<file path="src/rtl/fetch_stage_if.sv">
// Fetch-stage bus bundle: hazard-unit controls, instruction-memory port and the IF/ID register outputs.
interface fetch_stage_if;
  logic        PCSrcE;
  logic [31:0] PCTargetE;
  logic        StallF;
  logic        StallD;
  logic        FlushD;
  logic [31:0] IMemAddr;
  logic [31:0] IMemRD;
  logic [31:0] InstrD;
  logic [31:0] PCD;
  logic [31:0] PCPlus4D;
  logic        ValidD;

  modport master (
    input  PCSrcE, PCTargetE, StallF, StallD, FlushD, IMemRD,
    output IMemAddr, InstrD, PCD, PCPlus4D, ValidD
  );

  modport slave (
    output PCSrcE, PCTargetE, StallF, StallD, FlushD, IMemRD,
    input  IMemAddr, InstrD, PCD, PCPlus4D, ValidD
  );
endinterface

</file>
<file path="src/rtl/fetch_stage.sv">
// Instruction fetch: PC register with redirect/stall priority feeding the IF/ID pipeline register.
module fetch_stage #(
  parameter logic [31:0] RESET_PC  = 32'h0000_0000,
  parameter logic [31:0] NOP_INSTR = 32'h0000_0013
) (
  input  logic          clk,
  input  logic          rst,
  fetch_stage_if.master bus
);

  logic [31:0] pc_p0;
  logic [31:0] pc_plus4_p0;
  logic [31:0] pc_next;

  assign pc_plus4_p0 = pc_p0 + 32'd4;
  assign bus.IMemAddr = pc_p0;

  // Redirect beats stall; the target is forced word-aligned without raising anything.
  always_comb begin
    pc_next = pc_plus4_p0;
    if (bus.PCSrcE)
      pc_next = bus.PCTargetE & ~32'd3;
    else if (bus.StallF)
      pc_next = pc_p0;
  end

  // F stage: program counter
  always_ff @(posedge clk) begin
    if (!rst)
      pc_p0 <= RESET_PC;
    else
      pc_p0 <= pc_next;
  end

  // F -> D boundary: reset and flush both load a bubble, flush beats stall
  always_ff @(posedge clk) begin
    if (!rst || bus.FlushD) begin
      bus.InstrD   <= NOP_INSTR;
      bus.PCD      <= 32'd0;
      bus.PCPlus4D <= 32'd0;
      bus.ValidD   <= 1'b0;
    end else if (!bus.StallD) begin
      bus.InstrD   <= bus.IMemRD;
      bus.PCD      <= pc_p0;
      bus.PCPlus4D <= pc_plus4_p0;
      bus.ValidD   <= 1'b1;
    end
  end

endmodule
</file>
<file path="src/flat_wrapper.sv">
// flat-port wrapper written by rule: the top's interface ports become plain ports
module fetch_stage_flat 
#(
  parameter logic [31:0] RESET_PC  = 32'h0000_0000,
  parameter logic [31:0] NOP_INSTR = 32'h0000_0013
)
  (clk, rst, bus_PCSrcE, bus_PCTargetE, bus_StallF, bus_StallD, bus_FlushD, bus_IMemRD, bus_IMemAddr, bus_InstrD, bus_PCD, bus_PCPlus4D, bus_ValidD);
  fetch_stage_if bus_i ();
  input  logic clk;
  input  logic rst;
  input wire logic [$bits(bus_i.PCSrcE)-1:0] bus_PCSrcE;
  input wire logic [$bits(bus_i.PCTargetE)-1:0] bus_PCTargetE;
  input wire logic [$bits(bus_i.StallF)-1:0] bus_StallF;
  input wire logic [$bits(bus_i.StallD)-1:0] bus_StallD;
  input wire logic [$bits(bus_i.FlushD)-1:0] bus_FlushD;
  input wire logic [$bits(bus_i.IMemRD)-1:0] bus_IMemRD;
  output wire logic [$bits(bus_i.IMemAddr)-1:0] bus_IMemAddr;
  output wire logic [$bits(bus_i.InstrD)-1:0] bus_InstrD;
  output wire logic [$bits(bus_i.PCD)-1:0] bus_PCD;
  output wire logic [$bits(bus_i.PCPlus4D)-1:0] bus_PCPlus4D;
  output wire logic [$bits(bus_i.ValidD)-1:0] bus_ValidD;
  assign bus_i.PCSrcE = bus_PCSrcE;
  assign bus_i.PCTargetE = bus_PCTargetE;
  assign bus_i.StallF = bus_StallF;
  assign bus_i.StallD = bus_StallD;
  assign bus_i.FlushD = bus_FlushD;
  assign bus_i.IMemRD = bus_IMemRD;
  assign bus_IMemAddr = bus_i.IMemAddr;
  assign bus_InstrD = bus_i.InstrD;
  assign bus_PCD = bus_i.PCD;
  assign bus_PCPlus4D = bus_i.PCPlus4D;
  assign bus_ValidD = bus_i.ValidD;
  fetch_stage #(.RESET_PC(RESET_PC), .NOP_INSTR(NOP_INSTR)) u_core (.clk(clk), .rst(rst), .bus(bus_i));
endmodule
</file>
<file path="config.mk">
export PLATFORM = sky130hd
export DESIGN_NAME = fetch_stage_flat
export DESIGN_NICKNAME = d
export VERILOG_FILES = /design/src/rtl/fetch_stage_if.sv /design/src/rtl/fetch_stage.sv /design/src/flat_wrapper.sv
export SDC_FILE = /design/constraint.sdc
export NUM_CORES = 1
export LEC_CHECK = 0
export ABC_AREA = 0
export CAP_MARGIN = 20
export CORE_MARGIN = 1
export CORE_UTILIZATION = 40
export CTS_CLUSTER_DIAMETER = 50
export CTS_CLUSTER_SIZE = 14
export DETAILED_ROUTE_END_ITERATION = 12
export PLACE_DENSITY = 0.78
export SYNTH_ARGS = -nofsm -noshare
export SYNTH_HDL_FRONTEND = slang
export SYNTH_SLANG_ARGS = --single-unit
</file>
<file path="constraint.sdc">
create_clock -name clk -period 2.2 [get_ports clk]
set_clock_uncertainty 0.1 [all_clocks]
set_input_delay 0.44 -clock clk [delete_from_list [all_inputs] [get_ports clk]]
set_output_delay 0.44 -clock clk [all_outputs]
set_load 0.1 [all_outputs]
</file>
# == After elaboration in Yosys (flattened, before gate mapping) ==
# Index checks and enable logic that the tools add are counted.
# classes
n_mux,2
reduce_logical,3
n_addsub,1
bitwise_logic,1
n_eq_ne,1
# ops
operator,n
$mux 32,2
$add 32x3->32 const B,1
$ne 2x2->1 const B,1
$reduce_or 2->1,1
$logic_not 1->1,1
$logic_or 1x1->1,1
$not 1->1,1
# word_totals
elab_cells,14
in_bits,70
reg_bits,129

# == Longest topological paths before layout ==
# logic_depth
word_depth,3
ltp_mapped,8
depth_no_buf,6

# == Worst setup path before layout ==
# OpenSTA, ideal clock, no wires.
# synth_path
path_kind,reg2reg
startpoint,reg u_core.pc_p0[19] (netlist: u_core.bus.IMemAddr[19])
endpoint,reg u_core.pc_p0[31] (netlist: u_core.bus.IMemAddr[31])
path_buffers,2
arrival_ns,3.009
path_slack_ns,-0.984
path_stages_with_launch,8
required_time_ns,2.025
period_less_slack_ns,3.184
path_cell_list,dfxtp_1 -> buf_2 -> nand4_2 -> or4_4 -> buf_6 -> or3_4 -> or4_1 -> a31oi_1
# synth_via
elab_chain_len,3
# synth_rtl
item,line_no,text
start: declaration,fetch_stage.sv:11,logic [31:0] pc_p0;
start signal: assignment,fetch_stage.sv:32,pc_p0 <= pc_next;
$add 32x3->32,fetch_stage.sv:15,assign pc_plus4_p0 = pc_p0 + 32'd4;
$mux 32,fetch_stage.sv:23,else if (bus.StallF)
$mux 32,fetch_stage.sv:21,if (bus.PCSrcE)
# No other way between the ends. The select of a mux whose other input is x is not followed.
# A chain may end at the register's enable or synchronous reset.

# == Worst setup path in the final report ==
# layout_path
startpoint,reg u_core.pc_p0[21] (netlist: u_core.bus.IMemAddr[21])
endpoint,reg u_core.pc_p0[31] (netlist: u_core.bus.IMemAddr[31])
# Same word-level chain as after synthesis.

==> metrics.yaml <==
status:
  status: "complete, no violations"
timing:
  whs_ns: 0.3727
  finalHoldViolCount: 0
  max_freq_mhz: 469.4
  finalSetupViolCount: 0
  final_max_slew_viol_count: 0
  finalSetupTns_ns: 0
  fin_crit_sh: 0.9683
  grt_setup_unrepaired: "no"
  layout_min_cycle_time_ns: 2.130
critical_path:
  slowest_delay_ns: 0.55
  cp_slowest_cell: "or4_4"
  critical_path_required_ns: 2.44
  setup.worst_path.start_class: "register"
  critPathMaxFanout: 6
  path_class: "register to register"
  crit_chain: "nand4_4, or4_4, or3_4, or4_1, a31oi_1"
  arrival_ns: 2.37
  cp_top_family: "simple AND/OR/NAND/NOR gates"
  crit_cells: 5
  endpoint_kind: "register"
  crit_buf_inv: 0
  r2r_cells: 5
synth:
  synthArstFlopShare: 0
  yosys-top-cells-count: "123 x dfxtp_1, 88 x nor2_1, 66 x mux2i_1"
  synth_cell_type_count: 40
  yosysWarnings: 0
  synth.area.top_cells: "dfxtp_1 47%, mux2i_1 12%, nor2_1 6.2%, xnor2_1 5.6%, o21ai_0 4.8%"
  syn-instance-count: 598
  synth-seq-cells: 123
  synth_edf_count: 0
  ys_seq_area_frac: 0.4651
  synth.most_common_cell: "dfxtp_1"
  synth.top_cell.area_share: 0.4651
  syn-cell-area_um2: 5294
  yosysTopAreaCell: "dfxtp_1"
  synth-main-ff-cell: "dfxtp_1"
  avgSynthCellArea_um2: 8.853
power:
  power_uw: 6375
  power.leakage_uw: 0.003334
  power_density_nw_per_um2: 804.5
  ir_drop_v: 0.0005126
drt:
  drt_iter0_markers: 322
  drc: 0
  detail_route.first_pass.iterations: 6
  wl_um: 15500
  viasPerCell: 5.070
  routedWlPerCell_um: 15.88
  final_antenna_net_count: 0
  vias: 4948
placed_design:
  gp_congestion: 0.8082
  portBuffers: 190
  dp_hpwl_um: 11360
  dp_cells: 945
clocking:
  cts_hold_buf: 0
  cts.path.max_buffers: 2
  post_cts_buffers: 0
  clk_pin_slew_ns: 0.05
  htreeDepth: 4
  cts_tree: "yes"
  insertion_delay_ns: 0.41
  clock_sinks: 123
  root_buffer: "clkbuf_16"
  cts-resized-gates: 0
  cts_buffers: 17
grt:
  grt_antenna_before_repair: 0
  grt_pass1_vias: 4572
  grt_pass1_wl_um: 23240
  grt_overflow: 0
  grt_max_degree: 45
  grt_usage: 0.2257
finish:
  nets: 863
  area_delta_synth_final_pct: 49.68
  antenna_cells: 0
  regArea_um2: 2557
  fin_util: 0.6203
  multiInputGateArea_um2: 2621
  stdcell_count: 976
  layout-drive-gt1-share: 0.2873
  fillers: 1049
die:
  die_area_um2: 13700
  coreArea_um2: 12770
  start_util: 0.4144
  rows: 41
  die_h_um: 117.0
  boundaryPins: 199
  die_width_um: 117.0
job:
  drv_cap: 0
hold_path:
  whs_path_depth: 2
  min_path_type: "register to register"
==> per-layer routing <==
| metal | part of all wire | global-route usage | vias up | wire length, um |
|---|---|---|---|---|
| met5 | 0 | 0 | - | 0 |
| met4 | 0.018 | 0.09536 | 0 | 272 |
| met3 | 0.056 | 0.05561 | 23 | 870 |
| met2 | 0.49 | 0.3771 | 166 | 7614 |
| met1 | 0.43 | 0.2776 | 2343 | 6741 |
| li1 | - | - | 2416 | - |
==> cell type report <==
class                      instances  area share
sequential                       123      0.3228
inverter                           7    0.003316
clock buffer                      25     0.06664
tap                              172     0.02716
timing repair buffer             227      0.2454
clock inverter                     6    0.003948
multi-input combinational        416      0.3308
==> layout by cell type, fill, tap and decap left out, drive strengths merged, types with 2 or more instances in the layout <==
cell,Yosys,routed
clkdlybuf4s50,0,66
nand4,8,8
conb,1,6
nor3,12,12
and2,4,4
o211a,4,4
nand2b,2,2
or2,4,4
xor2,17,17
mux2i,66,66
buf,15,161
clkbuf,42,25
or4,6,6
o31ai,2,2
nor4,6,6
a31oi,3,3
dfxtp,123,123
inv,6,7
a21oi,44,44
or3,7,7
and3,2,2
clkinv,1,6
xnor2,34,34
nor2,88,88
nand2,30,30
o21ai,51,51
nor2b,2,2
nand3,13,13
==> path summary, 6_finish.rpt <==
kind / from / end / slack, ns
min: u_core.bus.PCPlus4D[10]$_SDFFE_PP0N_ / u_core.bus.PCPlus4D[10]$_SDFFE_PP0N_ / 0.37
max reg2reg: u_core.bus.IMemAddr[21]$_SDFFE_PN0P_ / u_core.bus.IMemAddr[31]$_SDFFE_PN0P_ / 0.07
max: u_core.bus.IMemAddr[21]$_SDFFE_PN0P_ / u_core.bus.IMemAddr[31]$_SDFFE_PN0P_ / 0.07
min reg2reg: u_core.bus.PCPlus4D[10]$_SDFFE_PP0N_ / u_core.bus.PCPlus4D[10]$_SDFFE_PP0N_ / 0.37
==> where the power goes <==
part | leakage (uW) | switching (uW) | internal, uW
combinational | 0.00203 | 970 | 397
clock | 0.000283 | 953 | 1650
sequential | 0.00102 | 94.5 | 2310
==> sequential cells by signal, indices dropped and copies added (netlist names) <==
register	cells
u_core.bus.InstrD	32
u_core.bus.PCPlus4D	30
u_core.bus.IMemAddr	30
u_core.bus.PCD	30
u_core.bus.ValidD	1
==> stage by stage <==
| step | setup WS [ns] | cell area [um^2] |
|---|---|---|
| floorplan | -0.3577 | 5523 |
| global placement | 0.04596 | 7360 |
| detailed placement | 0.04972 | 7360 |
| CTS | 0.02384 | 7919 |
| global route | 0.01825 | 7924 |
| finish | 0.06973 | 7924 |
==> worst min-delay path: cells and delay by family (launching register included) <==
kind,cells,cell delay [ns]
AOI/OAI and AO/OA,1,0.05
DFF,1,0.31
and+or+nand+nor,1,0.06
==> logic make-up (layout without fill, tap and decap cells) <==
kind of cell,Yosys count,in the layout,synth area share
XOR/XNOR,51,51,0.08438
multiplexers,66,66,0.1248
flip-flops,123,123,0.4651
other,1,6,0.0007084
adder cells (fa/ha/maj),1,1,0.002363
AND/OR/NAND/NOR,186,186,0.1638
AO/OA/AOI/OAI,106,106,0.1068
buffers and inverters,64,265,0.05199
Power figures use the tool's default switching activity.
